## config.mk

```make
export PLATFORM = sky130hd
export DESIGN_NAME = distance_digit_scanner
export DESIGN_NICKNAME = d
export VERILOG_FILES = /design/src/rtl/distance_digit_scanner.sv
export SDC_FILE = /design/constraint.sdc
export NUM_CORES = 1
export LEC_CHECK = 0
export ABC_AREA = 1
export BUFFER_PORTS_ARGS = -buffer_cell sky130_fd_sc_hd__buf_2
export CORE_UTILIZATION = 65
export DETAILED_ROUTE_END_ITERATION = 7
export PLACE_DENSITY = 0.85
export SETUP_SLACK_MARGIN = 0.1
export SLEW_MARGIN = 40
export SYNTH_ARGS = -nofsm -noshare
export SYNTH_HDL_FRONTEND = slang
export SYNTH_SLANG_ARGS = --single-unit
```

## constraint.sdc

```tcl
create_clock -name Clk -period 3.8 [get_ports Clk]
set_input_delay 0.76 -clock Clk [delete_from_list [all_inputs] [get_ports Clk]]
set_output_delay 0.76 -clock Clk [all_outputs]
set_load 0.005 [all_outputs]
```

## src/rtl/distance_digit_scanner.sv

```systemverilog
// Binary distance -> 4 BCD digits (sequential shift-and-add-3), time-multiplexed onto one nibble bus.
// Optional macro LEADING_ZERO_BLANK_EN blanks leading zero positions (units always shown).
module distance_digit_scanner #(
    parameter int CLK_FREQ_HZ    = 50000000,
    parameter int SCAN_HZ        = 1000,
    parameter int BIN_WIDTH      = 14,
    parameter int DIGIT_POLARITY = 0
) (
    input  logic                 Clk,
    input  logic                 Reset,
    input  logic [BIN_WIDTH-1:0] Value,
    input  logic                 Load,
    output logic                 Busy,
    output logic                 Overflow,
    output logic [3:0]           NbOut,
    output logic [3:0]           DigitEn
);
    localparam int TERM = CLK_FREQ_HZ / SCAN_HZ - 1;
    localparam int PW   = (TERM > 0) ? $clog2(TERM + 1) : 1;
    localparam int CW   = $clog2(BIN_WIDTH + 1);
    localparam logic [3:0] EN_IDLE = (DIGIT_POLARITY == 0) ? 4'b1111 : 4'b0000;

    typedef enum logic [1:0] {IDLE, SHIFT, DONE} state_t;

    state_t                  state_reg;
    logic [BIN_WIDTH-1:0]    bin_reg;
    logic [15:0]             bcd_reg;
    logic [CW-1:0]           shift_cnt_reg;
    logic                    ovf_pending_reg;
    logic [3:0]              digit_reg [4];

    logic [15:0]             bcd_adj;
    logic [BIN_WIDTH+15:0]   shifted;

    genvar gi;
    generate
        for (gi = 0; gi < 4; gi++) begin : g_adj
            assign bcd_adj[gi*4 +: 4] = (bcd_reg[gi*4 +: 4] >= 4'd5) ?
                                        bcd_reg[gi*4 +: 4] + 4'd3 : bcd_reg[gi*4 +: 4];
        end
    endgenerate

    assign shifted = {bcd_adj, bin_reg} << 1;

    always_ff @(posedge Clk or posedge Reset) begin
        if (Reset) begin
            state_reg       <= IDLE;
            bin_reg         <= '0;
            bcd_reg         <= '0;
            shift_cnt_reg   <= '0;
            ovf_pending_reg <= 1'b0;
            Busy            <= 1'b0;
            Overflow        <= 1'b0;
            for (int i = 0; i < 4; i++) digit_reg[i] <= 4'd0;
        end else begin
            case (state_reg)
                IDLE: begin
                    if (Load) begin
                        bin_reg         <= Value;
                        bcd_reg         <= '0;
                        shift_cnt_reg   <= '0;
                        ovf_pending_reg <= (Value > BIN_WIDTH'(9999));
                        Busy            <= 1'b1;
                        state_reg       <= SHIFT;
                    end
                end
                SHIFT: begin
                    {bcd_reg, bin_reg} <= shifted;
                    shift_cnt_reg      <= shift_cnt_reg + CW'(1);
                    if (shift_cnt_reg == CW'(BIN_WIDTH - 1)) state_reg <= DONE;
                end
                DONE: begin
                    // All four digits and the flag change on one edge so the display never mixes results
                    for (int i = 0; i < 4; i++)
                        digit_reg[i] <= ovf_pending_reg ? 4'hE : bcd_reg[i*4 +: 4];
                    Overflow  <= ovf_pending_reg;
                    Busy      <= 1'b0;
                    state_reg <= IDLE;
                end
                default: state_reg <= IDLE;
            endcase
        end
    end

    logic [PW-1:0] presc_reg;
    logic [1:0]    idx_reg;
    logic          scan_active_reg;
    logic          tick;
    logic [1:0]    next_idx;
    logic [3:0]    onehot;
    logic [3:0]    blank;
    logic [3:0]    en_active;

    assign tick = (presc_reg == PW'(TERM));
    // The very first tick after reset shows position 0 rather than advancing past it
    assign next_idx  = scan_active_reg ? idx_reg + 2'd1 : 2'd0;
    assign onehot    = 4'b0001 << next_idx;
    assign en_active = onehot & ~blank;

`ifdef LEADING_ZERO_BLANK_EN
    logic [3:0] lead_zero;
    assign lead_zero[3] = (digit_reg[3] == 4'd0);
    generate
        for (gi = 0; gi < 3; gi++) begin : g_lz
            assign lead_zero[gi] = (digit_reg[gi] == 4'd0) && lead_zero[gi+1];
        end
    endgenerate
    assign blank = Overflow ? 4'b0000 : {lead_zero[3:1], 1'b0};
`else
    assign blank = 4'b0000;
`endif

    always_ff @(posedge Clk or posedge Reset) begin
        if (Reset) begin
            presc_reg       <= '0;
            idx_reg         <= 2'd0;
            scan_active_reg <= 1'b0;
            NbOut           <= 4'd0;
            DigitEn         <= EN_IDLE;
        end else begin
            presc_reg <= tick ? '0 : presc_reg + PW'(1);
            if (tick) begin
                idx_reg         <= next_idx;
                scan_active_reg <= 1'b1;
                NbOut           <= digit_reg[next_idx];
                DigitEn         <= en_active ^ EN_IDLE;
            end
        end
    end

endmodule
```

==> results.sh <==
export IMPL_grt_pass1_wl_mm=13.2
export IMPL_cts_sinks=82
export IMPL_cts_buffers=9
export IMPL_worstSetupPathType="flip-flop to flip-flop"
export IMPL_worst_path_max_fanout=25
export IMPL_status="completed"
export IMPL_design_core_area_um2=5920
export IMPL_fin_tns_setup_ps=0
export IMPL_end_kind="flip-flop"
export IMPL_post_cts_buffers=0
export IMPL_final_common_cell="nand2_1"
export IMPL_layout_setup_ws_ps=1980
export IMPL_clk_latency_ps=340
export IMPL_synth_distinct_cells=25
export IMPL_route_detailed_drc=0
export IMPL_cts_root_buf="clkbuf_8"
export IMPL_final_hold_viol_count=0
export IMPL_final_antenna_net_count=0
export IMPL_worst_setup_path_start_kind="flip-flop"
export IMPL_die_y_um=80.2
export IMPL_async_flop_share_pct=100
export IMPL_drv_slew=0
export IMPL_synth_seq_area_share_pct=51.7
export IMPL_period_minus_slack_ps=1820
export IMPL_die_w_um=80.2
export IMPL_finalCritPeriodShare_pct=47.8
export IMPL_synth_ff_type="dfrtp_1"
export IMPL_io_buffers=26
export IMPL_relSlewSlack_pct=61.2
export IMPL_wl_per_cell_um=12.8
export IMPL_track_usage_pct=26.7
export IMPL_holdWs_ps=453
export IMPL_place_ws_ps=1830
export IMPL_antenna_found_initial=0
export IMPL_viasPerCell=5.32
export IMPL_ioPinCount=27
export IMPL_hpwl_mm=5.21
export IMPL_area_growth_syn_to_layout_pct=8.58
export IMPL_gp_congestion=0.867
export IMPL_power_density_nw_per_um2=674
export IMPL_dr_total_vias=3131
export IMPL_cts_tree="yes"
export IMPL_cts_hold_buffers_added=0
export IMPL_grt_pass1_vias=2990
export IMPL_syn_area_um2=3980
export IMPL_rows=28
export IMPL_drt_iter0_drc=290
export IMPL_power_leakage_uw=0.00222
export IMPL_max_freq_mhz=551
export IMPL_cap_violations=0
export IMPL_hold_class="input port to asynchronous set/reset pin"
export IMPL_synth_seq_cells=82
export IMPL_first_pass_iters=5
export IMPL_grt_max_degree=68
export IMPL_final_cell_mix="120 x nand2_1, 78 x dfrtp_1, 66 x inv_1, 56 x nor2_1, 29 x o21ai_0"
export IMPL_floorplan_initialDensity_pct=67.2
export IMPL_rsz0062_at_grt="no"
export IMPL_fillers=439
export IMPL_path_clk_slew_ps=80
export IMPL_arrival_ps=2030
export IMPL_cts_resized=0
export IMPL_yosysWarningCount=0
export IMPL_design_die_area_um2=6440
export IMPL_tightest_slew_ps=583
export IMPL_synth_edf_count=0
export IMPL_max_clock_path_buffers=2
export IMPL_peakVddDrop_mv=0.466
export IMPL_n_antenna_cell=0
export IMPL_routed_wl_mm=7.52
export IMPL_fin_util_pct=73.0
export IMPL_drive_gt1_share_pct=11.5
export IMPL_num_nets_final=538
export IMPL_syn_inst=482
export IMPL_setup_viol=0
export IMPL_htreeDepth=3
export IMPL_syn_nets=510
export IMPL_crit_required_ps=4020
export IMPL_grt_overflow=0
export IMPL_avgSynthCellArea_um2=8.25
export IMPL_clock_skew_ps=6.97
[per-layer routing]
| layer | wire (um) | up-vias | global-route usage, % | share of wire (%) |
|---|---|---|---|---|
| met5 | 0 | - | 0 | 0 |
| met1 | 3400 | 1440 | 34.7 | 45 |
| met4 | 173 | 0 | 13.2 | 2.3 |
| met2 | 3550 | 93 | 43.6 | 47 |
| met3 | 400 | 18 | 4.32 | 5.3 |
| li1 | - | 1580 | - | - |
[worst paths after layout]
kind | start | endpoint | slack, ps | depth (start not counted)
min in group Clk | DigitEn[2] | DigitEn[2] | 470 | 2
max reg2reg | state_reg[1] | shift_cnt_reg[3] | 1980 | 6
min | Reset | presc_reg[1] | 450 | 2
max | state_reg[1] | shift_cnt_reg[3] | 1980 | 6
max in group asynchronous | Reset | digit_reg[0] | 2670 | 3
min reg2reg | DigitEn[2] | DigitEn[2] | 470 | 2
[worst max-delay path, stage by stage, from the launching register on]
cell and delay [ps]:
dfrtp_1 420, nor2_4 400, inv_2 270, nand2_4 210, inv_2 200, nand2_1 100, o21ai_0 70
[area by class of cell]
cell class	instances	area, um^2	area share [%]
Sequential cell	82	2060	47.6
Multi-Input combinational cell	317	1580	36.6
Inverter	73	279	6.46
Clock buffer	12	155	3.59
Timing Repair Buffer	27	138	3.19
Tap cell	75	93.8	2.17
Clock inverter	3	15.0	0.348
[synthesized netlist by cell type (4+ instances only)]
| cell type | count | share of area, % |
|---|---|---|
| nand2_1 | 120 | 11 |
| dfrtp_1 | 78 | 49 |
| inv_1 | 67 | 6.3 |
| nor2_1 | 57 | 5.4 |
| o21ai_0 | 29 | 3.6 |
| a21oi_1 | 25 | 3.1 |
| nand3_1 | 21 | 2.6 |
| o22ai_1 | 19 | 3.0 |
| xor2_1 | 14 | 3.1 |
| ha_1 | 11 | 3.5 |
| a22oi_1 | 8 | 1.5 |
| buf_2 | 6 | 0.75 |
| inv_2 | 5 | 0.47 |
| dfstp_2 | 4 | 2.6 |
| o21ai_1 | 4 | 0.50 |
[stage by stage]
stage | total power, uW | area (um^2) | cells
floorplan | 2130 | 3980 | 482
global placement | 2300 | 4140 | 574
detailed placement | 2360 | 4150 | 574
CTS | 2930 | 4320 | 589
global route | 3170 | 4320 | 589
finish | 2910 | 4320 | 589
[report_power, final]
part	total, uW	switching (uW)	internal [uW]
Clock	555	288	267
Combinational	1030	645	385
Sequential	1330	173	1160
[logic make-up after synthesis]
| group | after synthesis | synth area share (%) |
|---|---|---|
| xor+xnor | 14 | 3.08 |
| flops | 82 | 51.7 |
| buf+inv | 83 | 8.58 |
| fa+ha+maj | 11 | 3.46 |
| compound gates | 85 | 11.8 |
| simple gates | 207 | 21.4 |
(Power assumes the default switching activity.)
